<file path="src/rtl/muldiv_sequencer_if.sv">
// Handshake/operand bundle between the multicycle control FSM and the multiply/divide sequencer.
// With MULDIV_UNSIGNED_EN defined the bundle also carries unsigned_op.
interface muldiv_sequencer_if #(
    parameter int WIDTH = 32
);
    // start_mult/start_div are one-cycle requests, honoured only while the sequencer is idle
    // (busy=0 and not in its done/div_zero cycle); a and b are sampled in that same cycle.
    // done/div_zero are one-cycle completion pulses that need no acknowledge.
    logic             start_mult;
    logic             start_div;
    logic [WIDTH-1:0] a;
    logic [WIDTH-1:0] b;
`ifdef MULDIV_UNSIGNED_EN
    logic             unsigned_op;
`endif
    logic             busy;
    logic             done;
    logic             div_zero;
    logic             hilo_write;
    logic [WIDTH-1:0] hi;
    logic [WIDTH-1:0] lo;
    logic [2:0]       state;

    modport master (
        output start_mult, start_div, a, b,
`ifdef MULDIV_UNSIGNED_EN
        output unsigned_op,
`endif
        input  busy, done, div_zero, hilo_write, hi, lo, state
    );

    modport slave (
        input  start_mult, start_div, a, b,
`ifdef MULDIV_UNSIGNED_EN
        input  unsigned_op,
`endif
        output busy, done, div_zero, hilo_write, hi, lo, state
    );
endinterface

</file>
<file path="src/rtl/muldiv_sequencer.sv">
// Iterative signed multiply (radix-2 Booth) / restoring divide with HI/LO result registers.
// Optional MULDIV_UNSIGNED_EN adds unsigned_op for multu/divu.
module muldiv_sequencer #(
    parameter int WIDTH = 32
) (
    input  logic                clk,
    input  logic                reset,
    muldiv_sequencer_if.slave   bus
);
    localparam int CW = $clog2(WIDTH) + 1;
    localparam int AW = 2 * WIDTH + 1;

    typedef enum logic [2:0] {
        S_IDLE = 3'd0,
        S_MUL  = 3'd1,
        S_DIV  = 3'd2,
        S_FIX  = 3'd3,
        S_DONE = 3'd4,
        S_DZ   = 3'd5
    } state_e;

    state_e           state_q, state_d;
    logic [CW-1:0]    cnt_q, cnt_d;
    logic [AW-1:0]    acc_q, acc_d;
    logic [WIDTH-1:0] mcand_q, mcand_d;
    logic [WIDTH-1:0] rem_q, rem_d;
    logic [WIDTH-1:0] quo_q, quo_d;
    logic             negq_q, negq_d;
    logic             negr_q, negr_d;
    logic             uns_q, uns_d;
    logic [WIDTH-1:0] hi_q, hi_d;
    logic [WIDTH-1:0] lo_q, lo_d;

    logic             uns_in;
    logic [WIDTH-1:0] a_mag, b_mag;
    logic             last_step;

`ifdef MULDIV_UNSIGNED_EN
    assign uns_in = bus.unsigned_op;
`else
    assign uns_in = 1'b0;
`endif

    assign a_mag     = (!uns_in && bus.a[WIDTH-1]) ? -bus.a : bus.a;
    assign b_mag     = (!uns_in && bus.b[WIDTH-1]) ? -bus.b : bus.b;
    assign last_step = (cnt_q == CW'(WIDTH - 1));

    // Booth step on a WIDTH+1 bit upper half, so -2^(W-1) as multiplicand cannot overflow the add.
    logic [WIDTH:0]   upper_x, mcand_x, sum_x;
    logic [AW-1:0]    acc_step;

    always_comb begin
        upper_x = uns_q ? {1'b0, acc_q[AW-1:WIDTH+1]} : {acc_q[AW-1], acc_q[AW-1:WIDTH+1]};
        mcand_x = uns_q ? {1'b0, mcand_q} : {mcand_q[WIDTH-1], mcand_q};
        sum_x   = upper_x;
        if (uns_q) begin
            if (acc_q[1]) sum_x = upper_x + mcand_x;
        end else begin
            case (acc_q[1:0])
                2'b01:   sum_x = upper_x + mcand_x;
                2'b10:   sum_x = upper_x - mcand_x;
                default: sum_x = upper_x;
            endcase
        end
        acc_step = {sum_x, acc_q[WIDTH:1]};
    end

    // Restoring division step: quotient bits shift in from the bottom of quo_q as the dividend shifts out.
    logic [WIDTH:0]   rem_shift, trial;
    logic [WIDTH-1:0] rem_step, quo_step;

    always_comb begin
        rem_shift = {rem_q, quo_q[WIDTH-1]};
        trial     = rem_shift - {1'b0, mcand_q};
        rem_step  = trial[WIDTH] ? rem_shift[WIDTH-1:0] : trial[WIDTH-1:0];
        quo_step  = {quo_q[WIDTH-2:0], ~trial[WIDTH]};
    end

    always_ff @(posedge clk) begin
        if (reset) begin
            state_q <= S_IDLE;
            cnt_q   <= '0;
            acc_q   <= '0;
            mcand_q <= '0;
            rem_q   <= '0;
            quo_q   <= '0;
            negq_q  <= 1'b0;
            negr_q  <= 1'b0;
            uns_q   <= 1'b0;
            hi_q    <= '0;
            lo_q    <= '0;
        end else begin
            state_q <= state_d;
            cnt_q   <= cnt_d;
            acc_q   <= acc_d;
            mcand_q <= mcand_d;
            rem_q   <= rem_d;
            quo_q   <= quo_d;
            negq_q  <= negq_d;
            negr_q  <= negr_d;
            uns_q   <= uns_d;
            hi_q    <= hi_d;
            lo_q    <= lo_d;
        end
    end

    always_comb begin
        state_d = state_q;
        cnt_d   = cnt_q;
        acc_d   = acc_q;
        mcand_d = mcand_q;
        rem_d   = rem_q;
        quo_d   = quo_q;
        negq_d  = negq_q;
        negr_d  = negr_q;
        uns_d   = uns_q;
        hi_d    = hi_q;
        lo_d    = lo_q;

        unique case (state_q)
            S_IDLE: begin
                if (bus.start_mult) begin
                    state_d = S_MUL;
                    cnt_d   = '0;
                    acc_d   = {{WIDTH{1'b0}}, bus.b, 1'b0};
                    mcand_d = bus.a;
                    uns_d   = uns_in;
                end else if (bus.start_div) begin
                    if (bus.b == '0) begin
                        state_d = S_DZ;
                    end else begin
                        state_d = S_DIV;
                        cnt_d   = '0;
                        mcand_d = b_mag;
                        rem_d   = '0;
                        quo_d   = a_mag;
                        uns_d   = uns_in;
                        negq_d  = !uns_in && (bus.a[WIDTH-1] ^ bus.b[WIDTH-1]);
                        negr_d  = !uns_in && bus.a[WIDTH-1];
                    end
                end
            end
            S_MUL: begin
                acc_d = acc_step;
                cnt_d = cnt_q + CW'(1);
                if (last_step) begin
                    state_d = S_DONE;
                    hi_d    = acc_step[AW-1:WIDTH+1];
                    lo_d    = acc_step[WIDTH:1];
                end
            end
            S_DIV: begin
                rem_d = rem_step;
                quo_d = quo_step;
                cnt_d = cnt_q + CW'(1);
                if (last_step) state_d = S_FIX;
            end
            S_FIX: begin
                // Result lands in hi/lo on this edge so it is visible during the DONE cycle.
                hi_d    = negr_q ? -rem_q : rem_q;
                lo_d    = negq_q ? -quo_q : quo_q;
                state_d = S_DONE;
            end
            S_DONE: begin
                cnt_d   = '0;
                state_d = S_IDLE;
            end
            S_DZ: begin
                state_d = S_IDLE;
            end
            default: begin
                state_d = S_IDLE;
            end
        endcase
    end

    assign bus.busy       = (state_q == S_MUL) || (state_q == S_DIV) || (state_q == S_FIX);
    assign bus.done       = (state_q == S_DONE);
    assign bus.hilo_write = (state_q == S_DONE);
    assign bus.div_zero   = (state_q == S_DZ);
    assign bus.hi         = hi_q;
    assign bus.lo         = lo_q;
    assign bus.state      = state_q;
endmodule

</file>
<file path="src/flat_wrapper.sv">
// flat-port wrapper written by rule: the top's interface ports become plain ports
module muldiv_sequencer_flat 
#(
    parameter int WIDTH = 32
)
  (clk, reset, bus_start_mult, bus_start_div, bus_a, bus_b, bus_busy, bus_done, bus_div_zero, bus_hilo_write, bus_hi, bus_lo, bus_state);
  muldiv_sequencer_if #(.WIDTH(WIDTH)) bus_i ();
  input  logic clk;
  input  logic reset;
  input wire logic [$bits(bus_i.start_mult)-1:0] bus_start_mult;
  input wire logic [$bits(bus_i.start_div)-1:0] bus_start_div;
  input wire logic [$bits(bus_i.a)-1:0] bus_a;
  input wire logic [$bits(bus_i.b)-1:0] bus_b;
  output wire logic [$bits(bus_i.busy)-1:0] bus_busy;
  output wire logic [$bits(bus_i.done)-1:0] bus_done;
  output wire logic [$bits(bus_i.div_zero)-1:0] bus_div_zero;
  output wire logic [$bits(bus_i.hilo_write)-1:0] bus_hilo_write;
  output wire logic [$bits(bus_i.hi)-1:0] bus_hi;
  output wire logic [$bits(bus_i.lo)-1:0] bus_lo;
  output wire logic [$bits(bus_i.state)-1:0] bus_state;
  assign bus_i.start_mult = bus_start_mult;
  assign bus_i.start_div = bus_start_div;
  assign bus_i.a = bus_a;
  assign bus_i.b = bus_b;
  assign bus_busy = bus_i.busy;
  assign bus_done = bus_i.done;
  assign bus_div_zero = bus_i.div_zero;
  assign bus_hilo_write = bus_i.hilo_write;
  assign bus_hi = bus_i.hi;
  assign bus_lo = bus_i.lo;
  assign bus_state = bus_i.state;
  muldiv_sequencer #(.WIDTH(WIDTH)) u_core (.clk(clk), .reset(reset), .bus(bus_i));
endmodule
</file>
<file path="config.mk">
export PLATFORM = sky130hd
export DESIGN_NAME = muldiv_sequencer_flat
export DESIGN_NICKNAME = d
export VERILOG_FILES = /design/src/rtl/muldiv_sequencer_if.sv /design/src/rtl/muldiv_sequencer.sv /design/src/flat_wrapper.sv
export SDC_FILE = /design/constraint.sdc
export NUM_CORES = 1
export LEC_CHECK = 0
export CORE_UTILIZATION = 55
export CTS_BUF_LIST = sky130_fd_sc_hd__clkbuf_4
export CTS_CLUSTER_SIZE = 25
export DETAILED_ROUTE_END_ITERATION = 16
export PLACE_DENSITY = 0.79
export SYNTH_ARGS = -nofsm -noshare
export SYNTH_HDL_FRONTEND = slang
export SYNTH_SLANG_ARGS = --single-unit
</file>
<file path="constraint.sdc">
create_clock -name clk -period 3.6 [get_ports clk]
set_clock_uncertainty 0.05 [all_clocks]
set_input_delay 0.54 -clock clk [delete_from_list [all_inputs] [get_ports clk]]
set_output_delay 0.54 -clock clk [all_outputs]
set_load 0.03 [all_outputs]
</file>
### Yosys cells after proc, flatten, opt, wreduce, memory -nomap -nowiden

Index checks and enable logic that the tools add are counted.

* register bits: 237
* bits in latches: 0
* memory bits (writable): 0
* memory bits (read-only): 0
* input bits: 68
* memories: 0

* $add $sub $neg: 8
* multiply operators: 0
* divide/modulo/power cells: 0
* magnitude comparators: 0
* eq/ne operators: 17
* shifts and indexed selects: 0
* muxes and demuxes: 40
* bitwise gates (word level): 4
* reduce and logical (&&, ||, !) cells: 17

Operators with widths (count)
* 2-to-1 mux 32 bit: 16
* one-hot mux 32 bit (2 select lines): 4
* 2-to-1 mux 33 bit: 4
* one-hot mux 65 bit (2 select lines): 1
* negator 32 bit: 4
* one-hot mux 33 bit (2 select lines): 1
* 2-to-1 mux 65 bit: 1
* adder 33 bit: 1
* subtractor 33 x 32 -> 33 bit: 1
* subtractor 33 bit: 1
* logical NOT 32 bit: 1
* 2-to-1 mux 6 bit: 3
* one-hot mux 6 bit (3 select lines): 1
* 2-to-1 mux 3 bit: 5
* one-hot mux 3 bit (4 select lines): 1
* inequality test 2 bit, second input constant: 5
* AND reduction 3 bit: 3
* AND reduction 4 bit: 2
* nonzero test 2 bit: 4
* adder 6 x 1 -> 6 bit, second input constant: 1
* == test 3 x 2 -> 1 bit, second input constant: 2
* == test 3 bit, second input constant: 2
* == test 6 x 5 -> 1 bit, second input constant: 1
* inequality test 3 bit, second input constant: 2
* 12 further kinds: 19

### Depth between registers and ports, before layout

* depth in word-level cells: 6
* gate-level depth with buffers: 18
* mapped depth without buffers: 18

### Worst setup path before layout

Ideal clock, no wire load.

* path kind: register to register
* start: register u_core.mcand_q[2]
* end: register u_core.hi_q[29], in the netlist u_core.bus.hi[29]
* arrival: 3.708 ns
* required time: 3.430 ns
* slack: -0.277 ns
* stages on the path, launching flop included: 17
* buffers on the path: 1
* clock period less this slack: 3.877 ns
* cell sequence: dfxtp_1 > nor3_1 > and3_1 > and3_1 > and3_1 > a31oi_1 > xnor2_1 > ha_1 > clkbuf_1 > a21o_1 > a221o_1 > a22o_1 > a311oi_1 > nand2_1 > o311a_1 > mux2_2 > o31a_1

* longest elaborated chain between the ends: 6

RTL lines
* from (decl): RTL line muldiv_sequencer.sv:25 `logic [WIDTH-1:0] mcand_q, mcand_d;`
* from (signal assigned): RTL line muldiv_sequencer.sv:96 `mcand_q <= mcand_d;`
* 2-to-1 mux 33 bit (*): RTL line muldiv_sequencer.sv:54 `mcand_x = uns_q ? {1'b0, mcand_q} : {mcand_q[WIDTH-1], mcand_q};`
* subtractor 33 bit or adder 33 bit (tied branches): RTL line muldiv_sequencer.sv:61, muldiv_sequencer.sv:57, muldiv_sequencer.sv:60
* one-hot mux 33 bit (2 select lines) or 2-to-1 mux 33 bit (tied branches): RTL line muldiv_sequencer.sv:59, muldiv_sequencer.sv:57
* 2-to-1 mux 33 bit (*): RTL line muldiv_sequencer.sv:56 `if (uns_q) begin`
* 2-to-1 mux 32 bit (*): RTL line muldiv_sequencer.sv:146 `if (last_step) begin`
* one-hot mux 32 bit (2 select lines) (*): RTL line muldiv_sequencer.sv:120 `unique case (state_q)`
* to (signal assigned): RTL line muldiv_sequencer.sv:102 `hi_q <= hi_d;`
* to (decl): RTL line muldiv_sequencer.sv:31 `logic [WIDTH-1:0] hi_q, hi_d;`

Every way passes the cells marked *; elsewhere a longest branch is shown, timed or not. The select of a mux whose other input is x is not followed.
A chain may end at the register's enable or synchronous reset.

### Worst setup path in the final report

* start: register u_core.mcand_q[8]
* end: register u_core.hi_q[30], in the netlist u_core.bus.hi[30]

The elaborated chain is that of the path after synthesis.

==> impl_metrics.py <==
metrics = {
    "placed_design": {
        "gp_congestion": 1.048,
        "hpwlAfterDp_um": 45240,
        "place_inst": 2899,
        "portBuffers": 138,
    },
    "setup_path": {
        "critical_path.reg2reg.endpoint": "u_core.bus.hi[30]",
        "cp-end-kind": "register",
        "worstPathArrival_ns": 4.65,
        "critical_path_required_ns": 4.14,
        "reg2reg_depth": 18,
        "path_cells": "inv_2 > nand4_1 > buf_4 > nor3_4 > and3_4 > a21oi_2 > xnor2_2 > ha_1 > buf_6 > a21oi_4 > o21a_1 > o21bai_4 > a21oi_2 > o21ai_4 > o31a_1 > mux2_4 > nor3_4 > o22ai_1",
        "r2r-start": "u_core.mcand_q[8]",
        "r2r_slack_ns": -0.52,
        "slowest_delay_ns": 0.34,
        "startpoint_type": "register",
        "slowest_stage": "ha_1",
        "crit_fanout": 3,
        "cp_num_buf_inv": 3,
        "crit_family": "compound AO/OA/AOI/OAI gates",
        "worstSetupPathType": "reg -> reg",
    },
    "finish": {
        "instances_no_fill": 3050,
        "n_fill_cell": 2236,
        "syn_to_final_growth_pct": 31.99,
        "drive_gt1_frac": 0.2016,
        "fin_nets": 2757,
    },
    "floorplan": {
        "start_util": 0.5660,
        "die_w_um": 177.6,
        "die_h_um": 177.6,
        "core_area_um2": 29950,
        "ioPinCount": 139,
        "die_area_um2": 31530,
        "rows": 63,
    },
    "logic_synthesis": {
        "synth-edff-count": 0,
        "synth.distinct_cells": 75,
        "synth-seq-area-share": 0.2787,
        "ys.flop_type": "dfxtp_1",
        "yosys_register_bits": 236,
        "synth_xor_area_frac": 0.1043,
        "ys_async_sr_fraction": 0,
        "synth_area_um2": 16960,
        "synth_top_family_by_area": "compound AO/OA/AOI/OAI gates",
        "avgSynthCellArea_um2": 7.414,
        "synthCells": 2287,
        "yosys.area_share.adder": 0.05535,
        "synth-simple-area-share": 0.2167,
        "yosys.area.top_type": "dfxtp_1",
        "synth_top_area_share": 0.2787,
        "syn_nets": 2428,
        "yosysWarnings": 0,
        "synth-compound-area-share": 0.2655,
        "netlist_top_cells_area": "dfxtp_1 (28%), nand2_1 (8.5%), ha_1 (5.2%)",
        "synthMuxAreaShare": 0.03114,
    },
    "sta": {
        "period_share": 1.144,
        "hold_viol": 0,
        "setup_violations": 29,
        "timing.final.ws_setup_ns": -0.5170,
        "slew_viol_final": 0,
        "max_freq_mhz": 242.9,
        "grt_setup_unrepaired": "true",
        "finalCriticalPeriod_ns": 4.117,
        "worstMarginPinSlew_ns": 1.115,
        "slew_headroom": 0.2536,
        "setup-tns-final_ns": -6.849,
    },
    "outcome": {
        "violations": "negative setup slack",
        "outcome": "complete, but fails checks",
    },
    "pwr": {
        "leakage_nw": 8.919,
        "p_total_mw": 9.618,
        "p_clk_frac": 0.268,
        "power.switching_mw": 3.749,
        "ir_drop_uv": 229.8,
        "sw_frac_of_total": 0.3898,
        "p_comb_frac": 0.422,
        "power_frac_seq": 0.310,
        "p_int_mw": 5.869,
        "power_density_nw_per_um2": 429.8,
    },
    "global_route": {
        "grt_first_pass_wirelength_um": 95760,
        "first_global_vias": 17650,
        "use_met3": 0.07005,
        "use_met2": 0.5796,
        "antenna_found_initial": 3,
        "grt_max_degree": 69,
        "grt_use_met1": 0.5398,
        "groute.usage.overall": 0.3846,
        "grt_overflow": 0,
        "busiest_layer": "met2",
    },
    "clock_tree": {
        "htree_levels": 3,
        "root_buffer": "clkbuf_4",
        "numCtsBuffers": 72,
        "path_clk_slew_ns": 0.07,
        "clkLatencyLatePin_ns": 0.71,
        "clockBufferDepth": 3,
        "cts_tree": "built",
        "cts_sinks": 236,
    },
    "worst_hold_path": {
        "hold_depth": 2,
        "hold_class": "in -> reg",
        "worstHoldStart": "reset",
        "hold_end": "u_core.acc_q[50]",
    },
    "route": {
        "vias_per_cell": 6.477,
        "drt-wirelength-per-cell_um": 21.47,
        "vias": 19750,
        "drtIter0Drc": 2462,
        "ant_nets": 0,
        "totalWireLength_um": 65500,
        "drc": 0,
        "dr.pass1.iters": 6,
    },
    "job": {
        "drv_cap": 0,
    },
}
[cells in the mapped netlist, types with 28 or more instances]
master,n
inv_1,66
ha_1,71
o211ai_1,33
o21ai_0,147
nand3_1,34
a311oi_1,65
a21o_1,38
nor2_1,229
mux2i_1,46
a211oi_1,32
a31oi_1,28
nand2_1,383
xnor2_1,101
nor3_1,35
dfxtp_1,236
o31ai_1,34
a21oi_1,152
xor2_1,101
clkbuf_1,132
[stage by stage]
stage	cell area, µm²	worst slack, ns	hold slack [ns]	util
after floorplan	17010	0.005315	0.3857	-
after global placement	20150	-0.3207	0.4093	0.6726
after detailed placement	20150	-0.4048	0.4128	0.6726
after CTS	21430	-0.2146	0.1877	0.7155
after global routing	22380	-0.5998	0.1956	0.7471
final	22380	-0.5170	0.1930	0.7471
[power groups by stage]
stage | combinational, mW | sequential (mW) | clock [mW]
4_1_cts | 3.47 | 2.96 | 2.57
3_5_place_dp | 3.27 | 3.01 | 0
3_3_place_gp | 3.21 | 3.00 | 0
2_1_floorplan | 1.98 | 2.98 | 0
5_1_grt | 4.29 | 2.99 | 2.71
6_report | 4.06 | 2.98 | 2.58
[placed cells by master, fill, tap and decap left out, types with 11 or more instances in the layout]
master	netlist	final
a211oi_1	32	30
a21o_1	38	37
a21oi_1	152	128
a21oi_2	0	16
a22oi_1	19	17
a311oi_1	65	62
a31oi_1	28	17
buf_4	1	231
buf_6	1	26
clkbuf_4	0	96
clkdlybuf4s50_1	0	136
clkinv_1	0	15
dfxtp_1	236	230
ha_1	71	56
ha_4	0	14
inv_1	66	63
mux2i_1	46	44
nand2_1	383	377
nand2b_1	27	27
nand3_1	34	33
nand4_1	18	18
nor2_1	229	227
nor2b_1	12	12
nor3_1	35	28
o211ai_1	33	33
o21a_1	16	14
o21ai_0	147	125
o21ai_1	6	17
o22ai_1	11	11
o31ai_1	34	33
o41ai_1	19	19
or3_1	14	14
or4_1	17	17
xnor2_1	101	82
xnor2_2	0	16
xor2_1	101	98
[cell type report]
class / count / area (µm²) / share of cell area
Clock buffer: 96 / 720.7 / 0.03220
Tap cell: 390 / 488.0 / 0.02180
Inverter: 67 / 254.0 / 0.01135
Clock inverter: 21 / 112.6 / 0.005032
Antenna cell: 1 / 2.502 / 0.0001118
Multi-Input combinational cell: 1838 / 12540 / 0.5602
Timing Repair Buffer: 401 / 3533 / 0.1579
Sequential cell: 236 / 4732 / 0.2115
[sequential cells by signal (all words and copies together), names as in the netlist]
signal,flops
u_core.acc_q,65
u_core.bus.hi,32
u_core.bus.lo,32
u_core.bus.state,3
u_core.cnt_q,6
u_core.mcand_q,32
u_core.negq_q,1
u_core.negr_q,1
u_core.quo_q,32
u_core.rem_q,32
[timing repair]
item	in CTS	in global routing
resized for setup	75	143
pin swaps	38	100
hold buffers	0	0
buffers inserted	16	19
setup endpoints to repair	33	37
[routing by layer]
layer  share of wire  up-vias
met2            0.43     1322
met1            0.41     9237
li1                -     8918
met5         0.00018        -
met4           0.049        2
met3            0.12      275
[worst max path at each step]
stage,start,endpoint,slack (ns),cells past startpoint
floorplan,u_core.mcand_q[4],u_core.bus.hi[29],0.005,16
global placement,bus_b[0],u_core.mcand_q[31],-0.32,12
detailed placement,bus_b[0],u_core.quo_q[26],-0.40,13
CTS,u_core.mcand_q[2],u_core.bus.hi[29],-0.21,16
global route,u_core.mcand_q[8],u_core.bus.hi[30],-0.60,18
finish,u_core.mcand_q[8],u_core.bus.hi[30],-0.52,18
[kinds of logic after synthesis]
| family | Yosys count |
|---|---|
| simple gates | 832 |
| compound gates | 678 |
| flops | 236 |
| buf+inv | 213 |
| xor+xnor | 202 |
| fa+ha+maj | 74 |
| mux | 52 |
No activity file was read; power rests on OpenSTA's default activity.
